## config.mk

```make
export PLATFORM = sky130hd
export DESIGN_NAME = q_action_select
export DESIGN_NICKNAME = d
export VERILOG_FILES = /design/src/rtl/q_action_select.sv
export SDC_FILE = /design/constraint.sdc
export NUM_CORES = 1
export LEC_CHECK = 0
export BUFFER_PORTS_ARGS = -buffer_cell sky130_fd_sc_hd__buf_2
export CORE_MARGIN = 2
export CORE_UTILIZATION = 45
export DETAILED_ROUTE_END_ITERATION = 8
export GPL_TIMING_DRIVEN = 0
export HOLD_SLACK_MARGIN = 0.06
export MAX_ROUTING_LAYER = met4
export PLACE_DENSITY = 0.66
export SYNTH_ARGS = -nofsm -noshare
export SYNTH_HDL_FRONTEND = slang
export SYNTH_SLANG_ARGS = --single-unit
export TNS_END_PERCENT = 50
```

## constraint.sdc

```tcl
create_clock -name clk -period 4.1 [get_ports clk]
set_input_delay 0.615 -clock clk [delete_from_list [all_inputs] [get_ports clk]]
set_output_delay 0.615 -clock clk [all_outputs]
set_load 0.02 [all_outputs]
```

## src/rtl/q_action_select.sv

```systemverilog
// q_action_select: scans the four Q values of a 6x6 maze state and emits the legal argmax.
// Define Q_SEL_EPSILON_EN to add LFSR-driven epsilon-greedy exploration at DONE.
module q_action_select #(
  parameter int         Q_W        = 32,
  parameter logic [7:0] EPS_THRESH = 8'd26
) (
  input  logic           clk,
  input  logic           rst,
  input  logic           start,
  input  logic [5:0]     maze_state,
  input  logic [3:0]     blocked_mask,
  output logic           q_rd_en,
  output logic [5:0]     q_rd_state,
  output logic [1:0]     q_rd_action,
  input  logic [Q_W-1:0] q_rd_data,
  output logic [3:0]     action,
  output logic           action_valid,
  output logic           no_legal,
  output logic           busy
);

  typedef enum logic [2:0] {IDLE, SCAN, DRAIN, DONE, ERR} state_t;

  state_t                state;
  logic [3:0]            legal, legal_in;
  logic                  s_bad;
  logic                  have_best, nxt_have, cmp_en, take;
  logic [1:0]            best_idx, nxt_idx, cmp_idx, pick, explore_idx, j;
  logic signed [Q_W-1:0] best_val;
  logic [9:0]            rnd;

  always_comb begin
    s_bad       = (maze_state == 6'd0) || (maze_state > 6'd36);
    legal_in[0] = !blocked_mask[0] && (maze_state <= 6'd30);
    legal_in[1] = !blocked_mask[1] && ((maze_state % 6'd6) != 6'd0);
    legal_in[2] = !blocked_mask[2] && (maze_state >= 6'd7);
    legal_in[3] = !blocked_mask[3] && ((maze_state % 6'd6) != 6'd1);
  end

  // Read data trails the strobe by one cycle, so SCAN k judges action k-1 and DRAIN judges action 3.
  always_comb begin
    cmp_en   = ((state == SCAN) && (q_rd_action != 2'd0)) || (state == DRAIN);
    cmp_idx  = (state == DRAIN) ? 2'd3 : q_rd_action - 2'd1;
    take     = cmp_en && legal[cmp_idx] && (!have_best || ($signed(q_rd_data) > best_val));
    nxt_have = have_best | take;
    nxt_idx  = take ? cmp_idx : best_idx;
  end

`ifdef Q_SEL_EPSILON_EN
  logic [15:0] lfsr;

  always_ff @(posedge clk or negedge rst) begin
    if (!rst) lfsr <= 16'hACE1;
    else      lfsr <= {lfsr[14:0], lfsr[15] ^ lfsr[13] ^ lfsr[12] ^ lfsr[10]};
  end

  assign rnd = lfsr[9:0];
`else
  // All-ones can never fall below an 8-bit threshold, so the explore path folds away.
  assign rnd = 10'h3FF;
`endif

  always_comb begin
    j           = 2'd0;
    explore_idx = nxt_idx;
    for (int i = 3; i >= 0; i--) begin
      j = rnd[9:8] + 2'(i);
      if (legal[j]) explore_idx = j;
    end
    pick = ((rnd[7:0] < EPS_THRESH) && nxt_have) ? explore_idx : nxt_idx;
  end

  always_ff @(posedge clk or negedge rst) begin
    if (!rst) begin
      state        <= IDLE;
      legal        <= 4'd0;
      have_best    <= 1'b0;
      best_idx     <= 2'd0;
      best_val     <= '0;
      q_rd_en      <= 1'b0;
      q_rd_state   <= 6'd0;
      q_rd_action  <= 2'd0;
      action       <= 4'hF;
      action_valid <= 1'b0;
      no_legal     <= 1'b0;
      busy         <= 1'b0;
    end else begin
      case (state)
        IDLE: if (start) begin
          busy      <= 1'b1;
          have_best <= 1'b0;
          best_idx  <= 2'd0;
          if (s_bad) begin
            state        <= ERR;
            action       <= 4'hF;
            no_legal     <= 1'b1;
            action_valid <= 1'b1;
          end else begin
            state       <= SCAN;
            legal       <= legal_in;
            q_rd_state  <= maze_state;
            q_rd_action <= 2'd0;
            q_rd_en     <= 1'b1;
          end
        end
        SCAN: begin
          have_best <= nxt_have;
          best_idx  <= nxt_idx;
          if (take) best_val <= $signed(q_rd_data);
          if (q_rd_action == 2'd3) begin
            q_rd_en <= 1'b0;
            state   <= DRAIN;
          end else begin
            q_rd_action <= q_rd_action + 2'd1;
          end
        end
        DRAIN: begin
          have_best    <= nxt_have;
          best_idx     <= nxt_idx;
          if (take) best_val <= $signed(q_rd_data);
          action       <= nxt_have ? {2'b00, pick} : 4'hF;
          no_legal     <= !nxt_have;
          action_valid <= 1'b1;
          state        <= DONE;
        end
        DONE, ERR: begin
          action_valid <= 1'b0;
          busy         <= 1'b0;
          state        <= IDLE;
        end
        default: state <= IDLE;
      endcase
    end
  end

endmodule

```

==> results of run 1 <==
[critical path: cells and delay by family]
kind / cells / cell delay (ps)
buffers and inverters: 2 / 420
AOI/OAI and AO/OA: 6 / 1370
adders and majority gates: 1 / 320
muxes: 1 / 370
and+or+nand+nor: 1 / 270
[stage by stage]
step / std cells / utilization [%]
2_1_floorplan: 341 / -
3_3_place_gp: 502 / 51.37
3_5_place_dp: 502 / 51.37
4_1_cts: 518 / 54.24
5_1_grt: 518 / 54.28
6_report: 518 / 54.28
[cell usage after synthesis, types with 2 or more instances]
cell type and instances:
mux2i_1 2, o31a_1 2, a32o_1 2, nor2b_1 3
o21a_1 5, a21oi_1 20, clkbuf_1 4, dfstp_2 3
nand2_1 17, nand3_1 4, buf_2 3, nand2b_1 2
nand4_1 8, xnor2_1 2, nor3_1 4, ha_1 40
o31ai_1 2, mux2_2 40, a21o_1 2, a31oi_1 5
o2111ai_1 3, o21ai_0 20, dfrtp_1 54, nor4_1 2
inv_1 45, a221oi_1 4, nor2_1 25
[worst max path at each step]
stage	endpoint	startpoint	depth (start not counted)	slack, ps
finish	best_val[8]	q_rd_data[23]	11	940
global route	best_val[14]	best_val[23]	11	730
CTS	best_val[11]	q_rd_data[23]	11	910
detailed placement	best_val[11]	q_rd_data[23]	11	550
global placement	best_val[27]	q_rd_data[19]	11	620
floorplan	legal[1]	maze_state[2]	10	1100
[layout make-up]
class                      count  share of cell area [%]
clock inverter                 7                   2.303
clock buffer                   9                   3.000
inverter                      45                   4.091
multi-input combinational    230                   44.48
tap                          102                   3.091
timing repair buffer          59                   7.212
sequential                    57                   34.64
buffer                         9                   1.182
[flip-flops by register name, summed over array words and instances, names as in the netlist, 2 cells and up]
| name | cells |
|---|---|
| legal | 4 |
| q_rd_state | 6 |
| action | 3 |
| state | 3 |
| best_idx | 2 |
| best_val | 32 |
| q_rd_action | 2 |
[report_power, final]
group          internal [W]  switching, W
sequential         0.000842      0.000129
clock              0.000341      0.000245
combinational      0.000657      0.000719
[layer usage]
metal | track usage (%) | wire, µm
met4 | 6.965 | 81
met1 | 23.28 | 3344
met2 | 29.72 | 3290
met3 | 2.629 | 253
met5 | - | 0
[logic make-up after synthesis]
logic type | synth area share (%)
flops | 41.04
mux | 14.15
buf+inv | 6.248
fa+ha+maj | 14.36
xor+xnor | 0.5028
simple gates | 9.803
compound gates | 13.90
==> key figures, run 1 <==
CTS
  – TritonCTS clock tree: yes
  – Clk buf depth: 2
  – Setup Fix Bufs, Post-CTS: 0
  – Max H-tree Level: 3
  – Num CTS Buffers: 9
  – Worst-path clk slew: 70 ps
  – Post-cts sizing count: 0
  – CTS Root Cell: clkbuf_8
  – Hold bufs inserted after CTS: 0
  – Clk sinks: 57
  – Clock latency at the later pin of the worst-skew pair: 340 ps

STA
  – Hold slack: 329.7 ps
  – Tcrit/Tclk final: 76.99%
  – Slew Limit Headroom: 46.08%
  – Clk_skew: 12.78 ps
  – Fin. max-slew vios: 0
  – RSZ-0062 raised after global routing: false
  – Final Hold Vio Count: 0
  – Slew @ Worst Pin: 788.4 ps
  – Setup total negative slack: 0 ps
  – Final worst path period need: 3157 ps
  – Final setup viols: 0
  – Peak Freq: 0.3168 GHz
  – Setup ws final: 943.3 ps

Layout
  – Seq. cell area: 1430 µm²
  – Layout cells sized above 1: 31.01%
  – Fillers: 722
  – Final Net Count: 496
  – Most common cell after layout, fill and taps aside: buf_2
  – Most frequent cells in the layout: buf_2, dfrtp_1, inv_1, mux2_2, ha_1
  – Area of the multi-input gates: 1837 µm²
  – Final instance area: 4129 µm²
  – Ant diodes: 0
  – Area Growth Syn to Fin: 18.49%

Logic synthesis
  – Ys async rst share: 100.0%
  – Synth unique cells: 45
  – Syn Nets: 426
  – Synth top area cells: dfrtp_1, ha_1, mux2_2
  – Synth Flop Type: dfrtp_1
  – Mapped Cells: 341
  – Seq/Total Area, Yosys: 41.04%
  – Synthesized area: 3485 µm²
  – YS warnings: 0
  – Synth Area per Inst: 10.22 µm²
  – Synth area leader: dfrtp_1
  – Post-synth EDFFs: 0
  – Post-synth top area share: 38.78%
  – Flops & latches, synth: 57

Pwr
  – Final Total Pwr: 0.002933 W
  – Leak: 2.007 nW
  – Maximum VDD drop: 0.0002742 V
  – PD cells: 710.4 nW/µm²

Setup path
  – Worst reg-to-reg setup slack: 980 ps
  – R2r endpoint: best_val[8]
  – CP arrival: 3370 ps
  – Critical path's slowest cell: mux2_2
  – Startpoint Class: input port
  – Critical Path Sink Type: flop
  – CP cell instances: buf_2 -> ha_1 -> a21oi_1 -> o21ai_0 -> a221oi_1 -> o21ai_0 -> o31ai_1 -> o21ai_0 -> nand2_1 -> buf_2 -> mux2_2
  – Req. time, crit path: 4320 ps
  – CP Class: input port to flop
  – FF-to-FF Start: best_val[23]
  – Most frequent CP cell: o21ai_0
  – Max FO, Critical Path: 10
  – CP max stage delay: 370 ps
  – R2r worst-path depth: 11

Run status
  – Status: finished, final reports clean

Floorplan
  – Die H: 92.00 µm
  – Initial Util: 45.81%
  – Die W: 92.00 µm
  – I/O pin count: 61
  – Placeable Area: 7607 µm²
  – Std-Cell Rows: 32
  – Die area: 8463 µm²

Drt
  – DRT antenna net count: 0
  – Drt drc: 0
  – Via density: 5.263
  – Initial DRT Pass Iterations: 4
  – Drt first-iter violations: 61
  – Vias: 2726
  – Routed wire length: 6.970 mm
  – Wire per inst: 13.46 µm

Global route
  – Initial antenna violation count: 0
  – First-pass GRT wire length: 12.13 mm
  – Largest net degree at the start of global routing: 58
  – Total gr overflow: 0
  – All-Layer GR Usage: 18.28%
  – Vias in the first global route: 2733

Placement
  – DP Worst Slack: 545.5 ps
  – Buffers on Ports: 59
  – Final GP Congestion: 0.8886
  – Placed Area: 3908 µm²
  – Post-DP HPWL: 5.147 mm

Run
  – Max Cap Viol: 0

Min path
  – Hold Path Class: input port to asynchronous set/reset pin
No activity file was read; power rests on OpenSTA's default activity.
==> run 2, diff against run 1 <==
==> constraint.sdc (replaced) <==
create_clock -name clk -period 3.29 [get_ports clk]
set_input_delay 0.4935 -clock clk [delete_from_list [all_inputs] [get_ports clk]]
set_output_delay 0.4935 -clock clk [all_outputs]
set_load 0.02 [all_outputs]
==> key figures, run 2 (synthesis results as in run 1) <==
Setup path
  – CP arrival: 3280 ps
  – Critical Path End: best_val[8]
  – Startpoint Class: flop
  – CP Class: flop to flop
  – Critical path's slowest cell: mux2_2
  – Worst Setup SP: best_val[23]
  – Max FO, Critical Path: 10
  – Req. time, crit path: 3510 ps
  – Crit path depth: 11
  – FF-to-FF Start: best_val[23]
  – CP cell instances: inv_1 -> ha_1 -> a21oi_1 -> o21ai_0 -> a221oi_1 -> o21ai_0 -> o31ai_1 -> o21ai_0 -> nand2_2 -> buf_2 -> mux2_2
  – WP buf/inv: 2
  – Critical Path Sink Type: flop
  – Worst path top cell family by delay: compound AO/OA/AOI/OAI gates
  – CP max stage delay: 370 ps
  – R2r endpoint: best_val[8]
  – Most frequent CP cell: o21ai_0
  – R2r worst-path depth: 11
  – Worst reg-to-reg setup slack: 230 ps

Drt
  – Vias: 2724
  – Initial DRT Pass Iterations: 4
  – Drt drc: 0
  – Drt first-iter violations: 66
  – Via density: 5.259
  – Routed wire length: 6.970 mm
  – DRT antenna net count: 0
  – Wire per inst: 13.46 µm

STA
  – Final setup viols: 0
  – Setup total negative slack: 0 ps
  – Final worst path period need: 3060 ps
  – Tcrit/Tclk final: 93.00%
  – Slew @ Worst Pin: 790.3 ps
  – Fin. max-slew vios: 0
  – Peak Freq: 0.3268 GHz
  – Final Hold Vio Count: 0
  – Clk_skew: 12.52 ps
  – Slew Limit Headroom: 45.95%
  – RSZ-0062 raised after global routing: false

Placement
  – Post-Place Cells: 502
  – Placed Area: 3908 µm²
  – Final GP Congestion: 0.8886
  – Post-DP HPWL: 5.147 mm
  – Buffers on Ports: 59

Layout
  – Largest regs: best_val (32), q_rd_state (6), legal (4)
  – Most common cell after layout, fill and taps aside: buf_2
  – Area Growth Syn to Fin: 18.56%
  – Fillers: 721
  – Most frequent cells in the layout: buf_2, dfrtp_1, inv_1, mux2_2, ha_1
  – Final instance area: 4131 µm²
  – Non-Filler Instances: 518
  – Ant diodes: 0
  – Layout cells sized above 1: 31.25%
  – Max reg flops: 32
  – Top reg by flops: best_val
  – Final Net Count: 496

Global route
  – M2 GR Usage: 29.72%
  – First-pass GRT wire length: 12.13 mm
  – M3 GR Usage: 2.629%
  – Total gr overflow: 0
  – Initial antenna violation count: 0
  – Vias in the first global route: 2733
  – Most crowded layer after global routing: met2
  – All-Layer GR Usage: 18.28%
  – Met1 Use GR: 23.28%
  – Largest net degree at the start of global routing: 58

Floorplan
  – I/O pin count: 61
  – Std-Cell Rows: 32
  – Die H: 92.00 µm
  – Placeable Area: 7607 µm²
  – Die area: 8463 µm²
  – Initial Util: 45.81%
  – Die W: 92.00 µm

CTS
  – Worst-path clk slew: 70 ps
  – Max H-tree Level: 3
  – TritonCTS clock tree: yes
  – Clk buf depth: 2
  – Clk sinks: 57
  – Hold bufs inserted after CTS: 0
  – CTS Root Cell: clkbuf_8
  – Clock latency at the later pin of the worst-skew pair: 340 ps
  – Num CTS Buffers: 9

Pwr
  – Maximum VDD drop: 0.0003437 V
  – PD cells: 885.6 nW/µm²
  – Final Total Pwr: 0.003659 W
  – Leak: 2.007 nW

Min path
  – Hold Path Class: input port to asynchronous set/reset pin

Run
  – Max Cap Viol: 0

Run status
  – Status: finished, final reports clean
==> run 2: cell counts in the layout (fill, tap and decap cells not counted) <==
Identical to the previous run, type by type.
==> run 2: final cells by class <==
type	instances	area (µm²)	area share, %
timing repair buffer	59	297.8	7.208
sequential	57	1430	34.62
buffer	9	48.80	1.181
clock buffer	9	123.9	2.998
multi-input combinational	230	1839	44.52
tap	102	127.6	3.089
clock inverter	7	95.09	2.302
inverter	45	168.9	4.088
==> run 2: worst min path at each step <==
stage	start	to	slack, ps
floorplan	rst	action_valid	200
global route	rst	best_val[21]	280
global placement	no_legal	no_legal	470
detailed placement	no_legal	no_legal	480
CTS	q_rd_data[17]	best_val[17]	400
finish	rst	best_val[3]	210
==> run 2: power by group <==
group          switching (W)  internal, W  total [W]
clock               0.000305     0.000424   0.000730
sequential          0.000161      0.00105    0.00121
combinational       0.000899     0.000820    0.00172
total                0.00136      0.00229    0.00366
==> run 2: through the flow <==
| stage | setup slack, ps | util, % | hold slack, ps |
|---|---|---|---|
| after floorplan | 409.6 | - | 197.9 |
| after global placement | -73.20 | 51.37 | 472.6 |
| after detailed placement | -143.0 | 51.37 | 478.7 |
| after CTS | 109.2 | 54.24 | 398.2 |
| after global routing | 5.932 | 54.31 | 280.2 |
| final | 230.1 | 54.31 | 208.1 |
==> run 2: routing by layer <==
metal	up-vias	share of wire (%)
met5	-	0
li1	1364	-
met2	59	47
met4	0	1.2
met3	6	3.7
met1	1295	48
==> run 2: what timing repair did <==
| action | CTS | global route |
|---|---|---|
| setup buffers | 0 | 0 |
| setup endpoints to repair | 0 | 28 |
| resized for setup | 0 | 1 |
